### config.mk
export PLATFORM = sky130hd
export DESIGN_NAME = control_sequencer
export DESIGN_NICKNAME = d
export VERILOG_FILES = /design/src/rtl/ctrl_pkg.sv /design/src/rtl/scratch_regfile.sv /design/src/rtl/control_sequencer.sv
export SDC_FILE = /design/constraint.sdc
export NUM_CORES = 1
export LEC_CHECK = 0
export BUFFER_PORTS_ARGS = -buffer_cell sky130_fd_sc_hd__buf_2
export CAP_MARGIN = 25
export CORE_ASPECT_RATIO = 0.75
export CORE_UTILIZATION = 30
export DETAILED_ROUTE_END_ITERATION = 6
export PLACE_DENSITY = 0.44
export SKIP_CTS_REPAIR_TIMING = 1
export SLEW_MARGIN = 20
export SYNTH_ARGS = -nofsm -noshare
export SYNTH_HDL_FRONTEND = slang
export SYNTH_HIERARCHICAL = 1
export SYNTH_SLANG_ARGS = --single-unit
### constraint.sdc
create_clock -name clk -period 2.44 [get_ports clk]
set_input_delay 0.122 -clock clk [delete_from_list [all_inputs] [get_ports clk]]
set_output_delay 0.122 -clock clk [all_outputs]
set_load 0.02 [all_outputs]
### src/rtl/ctrl_pkg.sv
// ctrl_pkg: shared types and constants for the control sequencer.
//   state_t        - sequencer FSM states (FETCH, EXEC)
//   CF_*           - bit positions of the decoder control word (ctrl_flags)
//   FLAG_*         - bit positions inside the ALU flag vector
//   COND_*         - branch condition codes carried in inst[9:8]
//   cond_hit()     - evaluates a condition code against the ALU flags
package ctrl_pkg;

    typedef enum logic {
        FETCH = 1'b0,
        EXEC  = 1'b1
    } state_t;

    localparam int CF_LDI    = 0;
    localparam int CF_MEM_RE = 1;
    localparam int CF_MEM_WE = 2;
    localparam int CF_SPC    = 3;
    localparam int CF_WPC    = 4;
    localparam int CF_IPC    = 5;
    localparam int CF_ADI    = 6;
    localparam int CF_COND   = 7;
    localparam int CF_IMM3   = 8;
    localparam int CF_LUI    = 9;
    localparam int CF_SCR    = 10;

    localparam int FLAG_Z = 0;
    localparam int FLAG_C = 1;

    localparam logic [1:0] COND_Z  = 2'b00;
    localparam logic [1:0] COND_C  = 2'b01;
    localparam logic [1:0] COND_NZ = 2'b10;
    localparam logic [1:0] COND_NC = 2'b11;

    function automatic logic cond_hit(input logic [1:0] code, input logic [1:0] flags);
        logic hit;
        case (code)
            COND_Z:  hit = flags[FLAG_Z];
            COND_C:  hit = flags[FLAG_C];
            COND_NZ: hit = ~flags[FLAG_Z];
            default: hit = ~flags[FLAG_C];
        endcase
        return hit;
    endfunction

endpackage

### src/rtl/scratch_regfile.sv
// scratch_regfile: SCR_N x XLEN scratch registers.
//   clk, rst_n  - clock and asynchronous active-low reset (clears all entries)
//   we          - write enable, write takes effect on the rising edge
//   waddr/wdata - write index and data
//   raddr/rdata - combinational read port; a same-cycle write is not visible
//                 until the following cycle, so a read of the index being
//                 written returns the old contents
module scratch_regfile #(
    parameter int XLEN  = 16,
    parameter int SCR_N = 16,
    parameter int AW    = 4
) (
    input  logic            clk,
    input  logic            rst_n,
    input  logic            we,
    input  logic [AW-1:0]   waddr,
    input  logic [XLEN-1:0] wdata,
    input  logic [AW-1:0]   raddr,
    output logic [XLEN-1:0] rdata
);

    logic [XLEN-1:0] regs [SCR_N];

    always_ff @(posedge clk or negedge rst_n) begin
        if (!rst_n) begin
            for (int i = 0; i < SCR_N; i++) begin
                regs[i] <= '0;
            end
        end else if (we) begin
            regs[waddr] <= wdata;
        end
    end

    assign rdata = regs[raddr];

endmodule

### src/rtl/control_sequencer.sv
// control_sequencer: two-state instruction sequencer.
//   FETCH reads the instruction at {pc,0} over the ready/valid memory port,
//   EXEC drives the datapath muxes, performs an optional load/store, updates
//   the PC on branches and writes the scratch register file.
// Ports:
//   clk, rst_n              clock, asynchronous active-low reset
//   flags[1:0]              ALU flags, [0]=Z, [1]=C
//   ctrl_flags[15:0]        decoder control word (bit map in ctrl_pkg)
//   reg_o0/reg_o1/reg_o2    register-file read data
//   alu_out                 ALU result
//   mem_out, mem_ready      memory read data and completion strobe
//   mem_req, mem_addr       memory request and byte address
//   mem_in, mem_we          store data and store strobe
//   mem_byte_half           access size, 1=half-word, 0=byte
//   inst                    latched instruction word
//   reg_in, reg_we          register-file write data and enable
//   alu_a, alu_b            ALU operands
module control_sequencer #(
    parameter int              XLEN     = 16,
    parameter int              SCR_N    = 16,
    parameter logic [XLEN-1:0] RESET_PC = '0
) (
    input  logic            clk,
    input  logic            rst_n,
    input  logic [1:0]      flags,
    input  logic [15:0]     ctrl_flags,
    input  logic [XLEN-1:0] reg_o0,
    input  logic [XLEN-1:0] reg_o1,
    input  logic [XLEN-1:0] reg_o2,
    input  logic [XLEN-1:0] alu_out,
    input  logic [XLEN-1:0] mem_out,
    input  logic            mem_ready,
    output logic            mem_req,
    output logic [XLEN-1:0] mem_addr,
    output logic [XLEN-1:0] mem_in,
    output logic            mem_we,
    output logic            mem_byte_half,
    output logic [XLEN-1:0] inst,
    output logic [XLEN-1:0] reg_in,
    output logic [XLEN-1:0] alu_a,
    output logic [XLEN-1:0] alu_b,
    output logic            reg_we
);

    import ctrl_pkg::*;

    localparam int              SCR_AW   = (SCR_N > 1) ? $clog2(SCR_N) : 1;
    localparam logic [XLEN-2:0] PC_RESET = RESET_PC[XLEN-1:1];
    localparam logic [XLEN-2:0] PC_ONE   = {{(XLEN-2){1'b0}}, 1'b1};

    state_t state, state_next;

    // Half-word program counter; the byte address is {pc,1'b0}.
    logic [XLEN-2:0] pc;
    logic [XLEN-1:0] pc_byte;

    logic f_ldi, f_mem_re, f_mem_we, f_spc, f_wpc, f_ipc;
    logic f_adi, f_cond, f_imm3, f_lui, f_scr;

    logic              mem_access;
    logic              fetch_done;
    logic              exec_done;
    logic              branch_taken;
    logic [SCR_AW-1:0] scr_idx;
    logic [XLEN-1:0]   scr_rdata;
    logic [XLEN-1:0]   lui_val;
    logic              unused_bits;

    assign f_ldi    = ctrl_flags[CF_LDI];
    assign f_mem_re = ctrl_flags[CF_MEM_RE];
    assign f_mem_we = ctrl_flags[CF_MEM_WE];
    assign f_spc    = ctrl_flags[CF_SPC];
    assign f_wpc    = ctrl_flags[CF_WPC];
    assign f_ipc    = ctrl_flags[CF_IPC];
    assign f_adi    = ctrl_flags[CF_ADI];
    assign f_cond   = ctrl_flags[CF_COND];
    assign f_imm3   = ctrl_flags[CF_IMM3];
    assign f_lui    = ctrl_flags[CF_LUI];
    assign f_scr    = ctrl_flags[CF_SCR];

    assign unused_bits = ^{ctrl_flags[15:11], inst[XLEN-1:10]};

    assign pc_byte      = {pc, 1'b0};
    assign scr_idx      = inst[SCR_AW-1:0];
    assign mem_access   = f_mem_re | f_mem_we;
    assign branch_taken = ~f_cond | cond_hit(inst[9:8], flags);
    assign mem_in       = reg_o0;

    scratch_regfile #(
        .XLEN  (XLEN),
        .SCR_N (SCR_N),
        .AW    (SCR_AW)
    ) u_scr (
        .clk   (clk),
        .rst_n (rst_n),
        .we    (exec_done & f_scr),
        .waddr (scr_idx),
        .wdata (alu_out),
        .raddr (scr_idx),
        .rdata (scr_rdata)
    );

    always_ff @(posedge clk or negedge rst_n) begin
        if (!rst_n) begin
            state <= FETCH;
            pc    <= PC_RESET;
            inst  <= '0;
        end else begin
            state <= state_next;
            if (fetch_done) begin
                inst <= mem_out;
                pc   <= pc + PC_ONE;
            end else if (exec_done && f_wpc && branch_taken) begin
                pc <= alu_out[XLEN-1:1];
            end
        end
    end

    // exec_done marks the last EXEC cycle: it qualifies the PC update, the
    // scratch write and the single reg_we pulse of the instruction. While
    // reset is asserted the request and strobes are forced low so a pending
    // memory transaction is dropped immediately rather than at the next edge.
    always_comb begin
        state_next    = state;
        mem_req       = 1'b0;
        mem_addr      = pc_byte;
        mem_byte_half = 1'b1;
        mem_we        = 1'b0;
        reg_we        = 1'b0;
        fetch_done    = 1'b0;
        exec_done     = 1'b0;
        case (state)
            FETCH: begin
                mem_req = 1'b1;
                if (mem_ready) begin
                    fetch_done = 1'b1;
                    state_next = EXEC;
                end
            end
            EXEC: begin
                if (mem_access) begin
                    mem_req       = 1'b1;
                    mem_addr      = alu_out;
                    mem_byte_half = inst[3];
                    mem_we        = f_mem_we;
                    if (mem_ready) begin
                        exec_done  = 1'b1;
                        reg_we     = f_mem_re & ~f_mem_we;
                        state_next = FETCH;
                    end
                end else begin
                    exec_done  = 1'b1;
                    reg_we     = ~f_wpc | f_spc;
                    state_next = FETCH;
                end
            end
            default: state_next = FETCH;
        endcase
        if (!rst_n) begin
            mem_req = 1'b0;
            mem_we  = 1'b0;
            reg_we  = 1'b0;
        end
    end

    // lui forms a 16-bit value; anything above bit 15 stays zero.
    always_comb begin
        lui_val       = '0;
        lui_val[15:0] = {inst[7:0], reg_o0[7:0]};

        if (f_spc) begin
            reg_in = pc_byte;
        end else if (f_ldi) begin
            reg_in = {{(XLEN-8){inst[7]}}, inst[7:0]};
        end else if (f_mem_re) begin
            reg_in = mem_out;
        end else if (f_lui) begin
            reg_in = lui_val;
        end else begin
            reg_in = alu_out;
        end

        if (f_adi) begin
            alu_b = {{(XLEN-4){inst[3]}}, inst[3:0]};
        end else if (f_imm3) begin
            alu_b = {{(XLEN-3){1'b0}}, inst[2:0]};
        end else if (f_scr) begin
            alu_b = scr_rdata;
        end else if (f_ipc) begin
            alu_b = pc_byte;
        end else begin
            alu_b = reg_o2;
        end

        if (f_ipc) begin
            alu_a = {{(XLEN-9){inst[7]}}, inst[7:0], 1'b0};
        end else begin
            alu_a = reg_o1;
        end
    end

endmodule

==> flow_summary.yaml, run 1 <==
finish:
  drive_above_1_share_pct: 53.7
  area_delta_synth_final_pct: 24.6
  num_antenna_cells: 0
  final_area_um2: 18400
  utilization_pct: 37.8
  nets: 1454
synth:
  netlist_area_um2: 14800
  yosys.cell_types.count: 53
  synth_nets: 1245
  yosysWarningCount: 6
  postSynthRegisterBits: 288
  yosysSeqAreaShare_pct: 48.7
  avgSynthCellArea_um2: 12.9
  yosysMostFrequentCell: "dfrtp_1"
  synth-edff-count: 0
  async_reset_ff_share_pct: 100
  synth_area_leaders: "dfrtp_1 (49%), mux2_2 (21%), mux4_2 (9.7%)"
  synthTopCellsByCount: "dfrtp_1 (288), mux2_2 (275), nand2_1 (95)"
  netlist_instances: 1143
  yosys.area.top_type: "dfrtp_1"
  synth_flop_cell: "dfrtp_1"
  synth_top_area_share_pct: 48.7
route:
  wire_per_inst_um: 23.1
  dr.first_iter.drc_count: 686
  num_vias: 10231
  drtPass1Iterations: 7
  ant_nets: 0
  drc: 0
  wl_mm: 46.8
  avgViaCountPerCell: 5.05
floorplanning:
  rows: 70
  die_w_um: 258
  initial_core_util_pct: 30.4
  coreArea_um2: 48700
  io-pin-count: 201
  die_h_um: 194
  die-area_um2: 50200
power_and_ir_drop:
  finalPower_mw: 17.9
  p_per_area_nw_per_um2: 973
  combPwrFrac_pct: 31.9
  peakVddDrop_uv: 595
  p_switching_mw: 5.62
  switching_share_pct: 31.4
  internal_power_mw: 12.3
  p_leak_nw: 8.57
  seqPwrFrac_pct: 40.3
  clock_power_share_pct: 27.7
setup_path:
  slowest_delay_ps: 520
  rrSetupSlack_ps: 70
  r2r_start: "inst[0]"
  path_cells: "buf_12 -> buf_12 -> mux4_2 -> a22oi_2 -> nand2_2 -> a21oi_1 -> o21ai_0 -> buf_4"
  cpMaxStageDelayCell: "mux4_2"
  endpoint_kind: "primary output"
  worstPathMaxFanout: 9
  worst_path_most_repeated_cell: "buf_12"
  reg2regPathDepth: 8
  start_kind: "register"
  critPathKind: "reg -> out"
  required_ps: 2320
  worstReg2RegEnd: "u_scr/regs[115]"
  arrival_ps: 2750
timing:
  setup_slack_ps: -435
  hold_violations: 0
  finalCriticalPeriod_ps: 2870
  tightest_slew_ps: 738
  drv_slew: 0
  finalClockSkew_ps: 12.2
  clock.fmax_ghz: 0.348
  fin_crit_sh_pct: 118
  setup_violations: 16
  rsz0062_at_grt: "yes"
  slew_headroom_pct: 50.7
global_route:
  globalRoute.totalOverflow: 0
  grt_pass1_vias: 10199
  grt_max_degree: 115
  grt.total_usage_pct: 18.3
  grt_antenna_before_repair: 1
  grt_pass1_wl_mm: 69.2
place:
  numPortBuffers: 179
  post_dp_cell_area_um2: 16800
  hpwlAfterDp_mm: 31.3
  pre_cts_slack_ps: 57.7
  place.gp.congestion: 0.829
min_path:
  hp-class: "in -> reg"
  whs_endpoint: "pc[0]"
  holdPathStages: 4
  worstHoldStart: "ctrl_flags[7]"
clock_tree:
  clk_pin_slew_worst_paths_ps: 60
  clk_latency_ps: 580
  cts.sinks: 288
  clock-root-buffer: "clkbuf_16"
  clk_path_buf_depth: 3
  cts_tree: "done"
  cts_buffers: 31
  htree_levels: 1
status:
  status: "complete, but fails checks"
  violations: "setup timing"
run:
  drv_cap: 0
## power groups by stage
stage	Clock (mW)	Combinational (mW)	Sequential, mW
after floorplan	0	3.82	6.96
after global placement	0	5.33	7.26
after detailed placement	0	5.39	7.29
after CTS	5.13	5.40	7.22
after global routing	5.35	6.13	7.42
final	4.97	5.72	7.23
## metal layers
metal / global-route usage (%) / vias to the layer above / part of all wire, % / wire length, um
met1: 29.1 / 5413 / 51 / 24000
met3: 2.30 / 36 / 3.7 / 1730
met4: 2.78 / 2 / 1.2 / 554
met5: 0 / - / 0.028 / 13
li1: - / 4580 / - / -
met2: 26.6 / 200 / 44 / 20400
## how the worst max path moves through the flow
stage,endpoint,depth (start not counted),start,slack [ps]
after floorplan,alu_b[0],7,inst[0],40
after global placement,alu_b[5],7,inst[0],70
after detailed placement,alu_b[4],8,inst[0],60
after CTS,alu_b[4],8,inst[0],-580
after global routing,alu_b[7],8,inst[0],-550
final,alu_b[7],8,inst[0],-430
## layout by cell type, fill, tap and decap left out, types with 3 or more instances in the layout
master	n
nor2b_1	3
nor3_1	6
nand2b_1	3
o221a_2	3
a21oi_1	27
dfrtp_1	286
or3_1	3
mux2_2	275
nor3_4	6
o21ai_1	8
a22oi_1	10
buf_12	25
dlygate4sd3_1	18
clkbuf_16	32
nand3_1	6
nor2_1	42
buf_2	172
nand4_1	6
nand2_2	10
bufinv_16	4
inv_1	12
clkinv_2	7
mux2_4	10
a21oi_2	6
nand2_1	86
a22oi_2	24
nand3b_1	3
and3_1	6
clkbuf_8	6
clkbuf_1	6
o21ai_0	44
nor2_2	7
buf_4	68
mux2i_1	40
mux4_2	64
## through the flow
stage	hold slack [ps]	setup TNS, ps	cells
3_5_place_dp	59.0	0	1937
2_1_floorplan	-174	0	1143
5_1_grt	22.5	-7730	2025
6_report	8.74	-5730	2025
3_3_place_gp	56.3	0	1937
4_1_cts	-557	-7740	1995
## sequential cells by signal, indices dropped and copies added, names as in the netlist
| name | flops |
|---|---|
| inst | 16 |
| u_scr/regs | 256 |
| state | 1 |
| pc | 15 |
## cell families after synthesis
| logic type | after synthesis | share of synthesized area [%] |
|---|---|---|
| buffers and inverters | 124 | 4.43 |
| adders and majority gates | 1 | 0.0846 |
| AOI/OAI and AO/OA | 142 | 5.98 |
| and+or+nand+nor | 198 | 6.30 |
| DFF | 288 | 48.7 |
| xor gates and xnor gates | 1 | 0.0592 |
| muxes | 389 | 34.4 |
## critical path, delay by kind of cell (launching register included)
kind | cells | cell delay, ps
buf+inv | 3 | 540
compound gates | 3 | 520
mux | 1 | 520
flops | 1 | 480
simple gates | 1 | 110
## cell type report
| class | instances | area, um^2 |
|---|---|---|
| Clock buffer | 43 | 881 |
| Clock inverter | 15 | 191 |
| Fill cell | 4766 | 30300 |
| Inverter | 12 | 45.0 |
| Multi-Input combinational cell | 731 | 7140 |
| Sequential cell | 288 | 7210 |
| Tap cell | 648 | 811 |
| Timing Repair Buffer | 288 | 2140 |
Power figures use the tool's default switching activity.
==> run 2: changes to the inputs <==
Settings changed: ABC_AREA from default to 1.
==> run 2 against run 1 <==
Effect of this change:
- the flow still finishes with violations (setup timing)
- area after synthesis up 7.5%
- design area up 10%
- die area up 7.4%
- routed wire length up 30%
- clock skew grew 15 ps
- clock power fell by 4.4%
- critical path type unchanged
==> flow_summary.yaml, run 2 <==
status:
  status: "complete, but fails checks"
  violations: "setup timing"
floorplanning:
  die_h_um: 201
  coreArea_um2: 52000
  initial_core_util_pct: 30.6
  rows: 72
  die-area_um2: 53900
  io-pin-count: 201
  die_w_um: 268
finish:
  nets: 2516
  final_area_um2: 20300
  drive_above_1_share_pct: 20.4
  layout_commonest_cell: "nand2_1"
  largest_reg_flops: 256
  most-common-layout-cells: "nand2_1 (697), inv_1 (297), dfrtp_1 (286)"
  final_cells: 3139
  area_delta_synth_final_pct: 27.7
  largest_register: "u_scr/regs"
  top_regs: "u_scr/regs: 256 flops, inst: 16 flops, pc: 15 flops"
  num_antenna_cells: 0
power_and_ir_drop:
  p_per_area_nw_per_um2: 972
  p_leak_nw: 9.93
  peakVddDrop_uv: 609
synth:
  avgSynthCellArea_um2: 7.15
  muxShareOfSynthArea_pct: 0
  synth_nets: 2327
  synth_area_leaders: "dfrtp_1 (45%), nand2_1 (17%), nand3_1 (8.8%)"
  synth_top_area_share_pct: 45.3
  postSynthRegisterBits: 288
  yosys.area.top_type: "dfrtp_1"
  synthTopCellsByCount: "nand2_1 (719), inv_1 (297), dfrtp_1 (288)"
  synth_compound_area_share_pct: 13.1
  synth-edff-count: 0
  yosysMostFrequentCell: "nand2_1"
  yosys.cell_types.count: 35
  yosysWarningCount: 6
  synth_flop_cell: "dfrtp_1"
  synth_xor_area_share_pct: 0.0551
  synthAdderAreaFrac_pct: 0.0787
  yosysSeqAreaShare_pct: 45.3
  synth_top_family_by_area: "simple AND/OR/NAND/NOR gates"
  synth-simple-area-share_pct: 28.8
  netlist_instances: 2225
  netlist_area_um2: 15900
  async_reset_ff_share_pct: 100
setup_path:
  worstPathMaxFanout: 7
  required_ps: 2320
  endpoint_kind: "primary output"
  reg2regPathDepth: 10
  start_kind: "register"
  arrival_ps: 2460
  critPathKind: "reg -> out"
route:
  dr.first_iter.drc_count: 1542
  avgViaCountPerCell: 4.86
  wl_mm: 60.9
  ant_nets: 0
  drc: 0
  wire_per_inst_um: 19.4
  drtPass1Iterations: 5
  num_vias: 15262
global_route:
  grt_pass1_wl_mm: 87.6
  globalRoute.totalOverflow: 0
  grt.total_usage_pct: 21.3
  grt_max_degree: 89
  grt_pass1_vias: 14256
  grt_antenna_before_repair: 0
clock_tree:
  clk_path_buf_depth: 3
  cts.sinks: 288
  clk_latency_ps: 590
  cts_tree: "done"
  htree_levels: 1
  cts_buffers: 31
  clk_pin_slew_worst_paths_ps: 60
  clock-root-buffer: "clkbuf_16"
place:
  pre_cts_slack_ps: 174
  placedCellCount: 3013
  post_dp_cell_area_um2: 17600
  hpwlAfterDp_mm: 40.3
  place.gp.congestion: 0.961
  numPortBuffers: 179
timing:
  fin_crit_sh_pct: 106
  setup_slack_ps: -138
  finalCriticalPeriod_ps: 2580
  fin_hold_ws_ps: 3.44
  rsz0062_at_grt: "yes"
  hold_violations: 0
  clock.fmax_ghz: 0.388
  drv_slew: 0
  tightest_slew_ps: 837
  finalClockSkew_ps: 27.0
  setup_violations: 16
  slew_headroom_pct: 44.2
min_path:
  hp-class: "in -> reg"
  holdPathStages: 5
run:
  drv_cap: 0
==> run 2: cell count changes in the layout (fill, tap and decap cells not counted), sizes merged, moves of 64 or more <==
cell | previous run | this run
inv | 14 | 304
nand2 | 96 | 728
o21ai | 53 | 332
mux4 | 64 | 0
mux2 | 285 | 0
nand3 | 6 | 284
==> run 2: report_power, final <==
part	internal, mW	leakage, nW	switching (mW)
sequential	6.56	3.38	0.889
clock	2.73	0.501	2.02
combinational	2.84	6.05	4.70
total	12.1	9.93	7.61
==> run 2: layout make-up <==
cell class | instances | area, um^2
multi-input combinational | 1470 | 7210
timing repair buffer | 316 | 2790
fill | 5485 | 31700
clock inverter | 7 | 67.6
tap | 703 | 880
timing repair inverter | 1 | 30.0
sequential | 288 | 7210
inverter | 306 | 1180
clock buffer | 48 | 940
==> run 2: stage by stage <==
step                      power, mW  utilization [%]  setup TNS, ps
after floorplan                11.6                -              0
after global placement         13.8             33.9              0
after detailed placement       13.9             33.9              0
after CTS                      18.7             35.9          -5160
after global routing           21.1             39.1          -2920
final                          19.7             39.1          -1530
==> run 2: per-layer routing <==
layer	track usage (%)	routed length (um)
met5	0	0
met4	3.61	814
met3	3.43	3220
met2	31.8	26300
met1	32.2	30600
==> run 2: worst paths after layout <==
check / start / end / slack [ps]
min reg2reg: inst[13] / inst[13] / 460
max in group asynchronous: rst_n / u_scr/regs[251] / 1490
min: ctrl_flags[1] / state / 3
max: inst[0] / alu_b[5] / -140
min in group asynchronous: rst_n / u_scr/regs[26] / 20
max reg2reg: inst[0] / u_scr/regs[39] / 400
==> run 2: cell families after synthesis <==
logic type      count (synthesis)
simple gates                 1072
buf+inv                       467
compound gates                396
flops                         288
xor+xnor                        1
fa+ha+maj                       1
==> run 2: worst max-delay path: stages, from the launching register on <==
cell and delay (ps):
dfrtp_4 510, buf_12 170, buf_12 150, buf_4 140
nand2_1 70, nand3_1 100, nand3_2 140, nand3_2 90
nand2_2 110, o21ai_2 80, o21ai_2 160, buf_6 140
